$ cat src/rtl/constants.sv
// Project-wide constants shared by the datapath blocks.
// The 16-way demultiplexer takes its word width, way count and popcount helper from here.
package constants;

    localparam int WORD_LENGTH      = 16;
    localparam int DEMUX16_WAYS     = 16;
    localparam int DEMUX16_SEL_BITS = 4;

    // Number of set bits in a 16-bit vector; the result fits 0..16.
    function automatic logic [4:0] popcount16(input logic [15:0] v);
        logic [4:0] acc;
        acc = '0;
        for (int i = 0; i < 16; i++) begin
            acc = acc + 5'(v[i]);
        end
        return acc;
    endfunction

endpackage

$ cat src/rtl/_demux_slot.sv
// One-word holding slot with an EMPTY/FULL state, where the valid bit is the state.
// A load wins over a drain, so a drain and a reload in the same cycle leave the slot FULL with the new word.
module _demux_slot #(
    parameter int W = 16
) (
    input  logic         clk,
    input  logic         reset,
    input  logic         load,
    input  logic         drain,
    input  logic [W-1:0] d,
    output logic [W-1:0] q,
    output logic         valid
);

    logic [W-1:0] r_q;
    logic         r_valid;

    // NOTE: state registers use non-blocking assignments so that every flop samples pre-edge values.
    always_ff @(posedge clk) begin
        if (reset) begin
            r_valid <= 1'b0;
            r_q     <= '0;
        end else if (load) begin
            r_valid <= 1'b1;
            r_q     <= d;
        end else if (drain) begin
            r_valid <= 1'b0;
        end
    end

    assign q     = r_q;
    assign valid = r_valid;

endmodule

$ cat src/rtl/_demux16_buf.sv
// Buffered 1-to-16 demultiplexer: each word is routed to its destination's one-word slot.
// Each slot has its own valid/ready pair, so a stalled consumer blocks only its own slot.
module _demux16_buf
    import constants::*;
#(
    parameter int n = constants::WORD_LENGTH
) (
    input  logic                        clk,
    input  logic                        reset,
    input  logic [DEMUX16_SEL_BITS-1:0] sel,
    input  logic [n-1:0]                in,
    input  logic                        in_valid,
    output logic                        in_ready,
    output logic [n-1:0]                out [DEMUX16_WAYS-1:0],
    output logic [DEMUX16_WAYS-1:0]     out_valid,
    input  logic [DEMUX16_WAYS-1:0]     out_ready,
    output logic [4:0]                  count
);

    logic [DEMUX16_WAYS-1:0] w_valid;
    logic [DEMUX16_WAYS-1:0] w_drain;
    logic [DEMUX16_WAYS-1:0] w_load;
    logic                    w_fire_in;
    logic [4:0]              w_count_next;
    logic [4:0]              r_count;

    // A FULL slot can still accept when its consumer drains in the same cycle.
    assign in_ready  = ~reset & (~w_valid[sel] | out_ready[sel]);
    assign w_fire_in = in_valid & in_ready;
    assign w_drain   = w_valid & out_ready;

    // NOTE: every always_comb output gets a default first, so no path can infer a latch.
    always_comb begin
        w_load = '0;
        if (w_fire_in) begin
            w_load[sel] = 1'b1;
        end
    end

    for (genvar g = 0; g < DEMUX16_WAYS; g++) begin : g_slot
        _demux_slot #(.W(n)) u_slot (
            .clk   (clk),
            .reset (reset),
            .load  (w_load[g]),
            .drain (w_drain[g]),
            .d     (in),
            .q     (out[g]),
            .valid (w_valid[g])
        );
    end

    assign w_count_next = r_count + 5'(w_fire_in) - popcount16(w_drain);

    always_ff @(posedge clk) begin
        if (reset) begin
            r_count <= '0;
        end else begin
            r_count <= w_count_next;
        end
    end

    assign out_valid = w_valid;
    assign count     = r_count;

endmodule

$ cat config.mk
export PLATFORM = sky130hd
export DESIGN_NAME = _demux16_buf
export DESIGN_NICKNAME = d
export VERILOG_FILES = /design/src/rtl/constants.sv /design/src/rtl/_demux_slot.sv /design/src/rtl/_demux16_buf.sv
export SDC_FILE = /design/constraint.sdc
export NUM_CORES = 1
export LEC_CHECK = 0
export ABC_CLOCK_PERIOD_IN_PS = 6530
export BUFFER_PORTS_ARGS = -buffer_cell sky130_fd_sc_hd__clkbuf_2
export CORE_MARGIN = 3
export CORE_UTILIZATION = 40
export CTS_CLUSTER_SIZE = 12
export DETAILED_ROUTE_END_ITERATION = 6
export PLACE_DENSITY = 0.69
export SETUP_SLACK_MARGIN = 0.5
export SYNTH_ARGS = -nofsm -noshare
export SYNTH_HDL_FRONTEND = slang
export SYNTH_HIERARCHICAL = 1
export SYNTH_SLANG_ARGS = --single-unit
$ cat constraint.sdc
create_clock -name clk -period 6.53 [get_ports clk]
set_input_delay 0.3265 -clock clk [delete_from_list [all_inputs] [get_ports clk]]
set_output_delay 0.3265 -clock clk [all_outputs]
set_load 0.01 [all_outputs]
Yosys cells after proc, flatten, opt, wreduce, memory -nomap -nowiden --
Index checks and enable logic that the tools add are counted.
Operators by class: multiplexer cells 39, bitwise logic cells 6, reduce and logical (&&, ||, !) cells 17, order comparisons 2, add/sub/neg operators 17
Operator list (count):
- $add 5x1->5 | 12
- $mux 1 | 35
- $reduce_bool 2->1 | 16
- $and 16x16->16 | 1
- $mux 16 | 1
- $bmux 1 s4 | 2
- $add 4x1->5 | 1
- $lt 4x5->1 const B | 1
- $sub 5x5->5 | 1
- $add 3x1->4 | 1
- $demux 1 s4 | 1
- $ge 4x1->1 const B | 1
- $add 2x1->3 | 1
- $add 1x1->2 | 1
- $and 1x1->1 | 2
- $not 1->1 | 2
- $logic_and 1x1->1 | 1
- $or 1x1->1 | 1
Word-level totals: output and inout port bits 278, register bits after elaboration 277, input port bits 39, word-level logic and storage cells 114

Longest topological paths before layout --
depth in word-level cells 17, mapped depth 18, gate-level depth less buffers 17

Hierarchy --
Netlist, hierarchy kept.
Modules (own cells, without submodules):
- _demux_slot | sequential area each 340.3 um2, cells an instance 56, times used 16, area each 616.8 um2
- _demux16_buf | sequential area each 100.1 um2, cells an instance 143, times used 1, area each 1466.4 um2

Least setup slack after synthesis --
No wires, ideal clock.
path type in2reg, from input sel[0], to register r_count[4] (netlist: count[4]), stages 16, data required time 6415 ps, library setup time 115 ps, data arrival time 4631 ps, path slack 1785 ps, path buffers 2, cells stage by stage buf_6 -> mux4_2 -> a22oi_4 -> nand3_4 -> buf_6 -> a21bo_1 -> fa_1 -> fa_1 -> fa_1 -> fa_1 -> fa_1 -> inv_1 -> fa_1 -> xnor2_1 -> xnor2_1 -> nor2_1
Between the ends: cells in the longest elaborated chain, start to end 8, elaborated cells between the ends (all ways) 10, classes of those cells add/sub (2); mux (4); bitwise (4)
RTL lines:
- from (decl) | line _demux16_buf.sv:10 | input logic [DEMUX16_SEL_BITS-1:0] sel,
- $bmux 1 s4 | line _demux16_buf.sv:28 | assign in_ready = ~reset & (~w_valid[sel] | out_ready[sel]);
- $mux 1 (implied by the code) | line _demux16_buf.sv:28
- $not 1->1 | line _demux16_buf.sv:28
- $or 1x1->1 (*) | line _demux16_buf.sv:28
- $and 1x1->1 (*) | line _demux16_buf.sv:28
- $and 1x1->1 (*) | line _demux16_buf.sv:29 | assign w_fire_in = in_valid & in_ready;
- $add 5x1->5 (*) | line _demux16_buf.sv:52 | assign w_count_next = r_count + 5'(w_fire_in) - popcount16(w_drain);
- $sub 5x5->5 (*) | line _demux16_buf.sv:52
- to (signal assigned) | line _demux16_buf.sv:58 | r_count <= w_count_next;
- to (decl) | line _demux16_buf.sv:25 | logic [4:0] r_count;
Every way passes the cells marked *; elsewhere a longest branch is shown, timed or not. The select of a mux whose other input is x is not followed. A chain may end at the register's enable or synchronous reset.

Final worst setup path --
Ends and elaborated chain as after synthesis.

==> metrics.txt <==
gr ovfl total=0; Post-CTS Resized=0; mean area per synthesized cell=10.9 um2; GR Layer Usage met1=25.3%; cells after synthesis=1,039; r2r worst-path depth=16; Rows=60; crit-path max FO=20; Hold Buf Count CTS=0; largest net degree at the start of global routing=110; critical path type=in2reg; Reg clk slew, reported paths=60 ps; CP arrival=5400 ps; P per Cell Area=272 nW/um2; Layout Nets=1,403; Crit. End Element=flop; CTS tree=built; RSZ-0062 raised after global routing=false; met2 Use GR=34.6%; Skew-Pair Late Insertion Delay=550 ps; initial antenna violation count=1; Seq/Total Area, Yosys=48.9%; # Max-Cap Violations=0; GR Layer Usage met3=4.63%; IO Port Bufs=316; Post-Layout Cell Count=1,723; crit start category=input port; GRT Util Overall=20.4%; fraction of layout cells with a size suffix above 1=29.6%; core area=27,400 um2; capturing point of the worst reg2reg path=count[4]; synthesized cell area=11,300 um2; FF-to-FF Start=g_slot[3].u_slot/valid; RD Place Congestion=0.792; H-tree depth=1; largest buffer count on any clock path=3; Final Setup Violations=0; LEAKAGE=5.67 nW; Hold Crit Class=in2reg; fmax=200 MHz; yosys warns=6; post-route setup TNS=0 ps; share of the clock period used by the worst path=76.5%; Multi-input gate area=5070 um2; worst-path cell chain=clkbuf_2, mux4_2, a22oi_4, nand3_4, buf_4, a21bo_1, fa_1, fa_1, fa_1, fa_1, inv_1, ha_1, ha_1, fa_1, xnor2_1, xnor2_1, nor2_1; Die Y=174 um; synth unique cells=30; Yosys reg bits=277; Endpoint, Worst Hold=g_slot[15].u_slot/valid; CTS sink cnt=277; Top Usage Layer GRT=met2; detailed-route via count=8,319; final max-slew violation count=0; CTS root buf=clkbuf_16; postcts setup bufs=0; most common cell after layout, fill and taps aside=clkbuf_2; Inst Count DP=1,675; FILL cells=2,532; Post-Route Skew=13.7 ps; area grow syn2layout=22.7%; outcome=completed; CP startpoint=sel[0]; commonest cells after routing, fill and taps aside=clkbuf_2, dfxtp_1, nor2_1; Worst Hold Path Cells=5; Die W=174 um; largest stage delay on the critical path=640 ps; via/cell ratio=4.83; routed len/inst=18.8 um; most used cell, CP=fa_1; min cycle time layout=4990 ps; Slew @ Worst Pin=947 ps; drt first pass iters=4; dpl hpwl=22,300 um; required time of the critical path=6930 ps; VDD IR max=0.175 mV; initial DRC count=339; CTS buffer count=30; final hold violation count=0; first-pass GRT wire length=49,200 um; die area=30,400 um2; Hold Startpoint=out_ready[15]; final wirelength=32,500 um; Top Ports=317; Final ANT Viol Nets=0; Rel. slew slack=36.9%; starting density of the core=41.4%; Residual DRC=0; reg2reg setup slack=1720 ps; Storage cell area=5550 um2; Synthesized Nets=1,107; Slowest-stage cell, CP=mux4_2; vias in the first global route=8,324
==> critical path, delay by kind of cell <==
kind	cells	cell delay, ps
fa+ha+maj	7	2600
buf+inv	3	920
mux	1	640
compound gates	2	450
xor+xnor	2	320
simple gates	2	130
==> layer usage <==
| metal | vias up | wire (um) |
|---|---|---|
| met5 | - | 0 |
| met4 | 0 | 1350 |
| met3 | 69 | 2070 |
| met2 | 262 | 15400 |
| met1 | 3966 | 13700 |
| li1 | 4022 | - |
==> synthesized netlist by cell type <==
library cell	number	area, um2
nor2b_1	7	43.8
clkbuf_1	2	7.51
buf_2	32	160
nand2b_1	19	119
and2_1	10	62.6
ha_1	15	188
nor2_1	258	968
buf_12	16	320
a22oi_4	1	21.3
nand2_1	13	48.8
nand3_4	1	17.5
a2111oi_2	8	120
fa_1	14	280
buf_4	1	7.51
mux2i_1	256	2560
a22oi_1	1	7.51
or2_2	1	6.26
buf_6	19	214
xnor2_1	5	43.8
a21oi_1	17	85.1
xor2_1	1	8.76
mux4_2	3	67.6
clkbuf_2	2	10.0
and3_1	1	6.26
a21bo_1	1	10.0
a211oi_2	8	100
nand3_1	3	15.0
dfxtp_1	277	5550
mux4_1	5	131
inv_1	42	158
==> flip-flops by register name (all words and copies together) (netlist names) <==
| register | count |
|---|---|
| count | 5 |
| g_slot.u_slot/q | 256 |
| g_slot.u_slot/valid | 16 |
==> logic make-up (layout without fill, tap and decap cells) <==
logic type	after synthesis	count (layout)	synth area share, %
muxes	264	264	24.4
xor gates and xnor gates	6	6	0.464
adders and majority gates	29	29	4.13
AOI/OAI and AO/OA	36	36	3.04
other	0	1	0
DFF	277	277	48.9
and+or+nand+nor	313	313	11.4
buffers and inverters	114	425	7.74
==> stage by stage <==
step                      setup slack [ps]  total power, W  utilization (%)  hold slack (ps)  cell area, um2
final                                 1540         0.00379             50.7              198           13900
after global routing                  1320         0.00395             50.7              223           13900
after CTS                             1550         0.00383             50.7              161           13900
after detailed placement               966         0.00222             47.4              480           13000
after global placement                1000         0.00220             47.4              473           13000
after floorplan                       1780         0.00208                -              398           11300
==> worst max path at each step <==
stage	to	slack (ps)	depth (start not counted)
finish	count[4]	1540	17
global route	count[4]	1320	17
CTS	count[4]	1550	17
detailed placement	count[4]	970	17
global placement	count[4]	1000	17
floorplan	count[4]	1780	16
==> final cells by class <==
| type | count | share of cell area, % |
|---|---|---|
| flip-flops and latches | 277 | 39.9 |
| clock inverters | 9 | 0.846 |
| well taps | 372 | 3.35 |
| inverters | 42 | 1.13 |
| multi-input cells | 648 | 36.5 |
| diodes | 1 | 0.0180 |
| clock buffers | 38 | 5.76 |
| repair buffers | 336 | 12.5 |
==> where the power goes <==
part / internal (W) / switching, W / leakage (nW)
logic: 0.000186 / 0.000257 / 2.99
clock network: 0.000938 / 0.000669 / 0.444
registers: 0.00172 / 0.0000186 / 2.23
total: 0.00284 / 0.000944 / 5.67
Note: power is estimated with default switching activity, not from simulation.
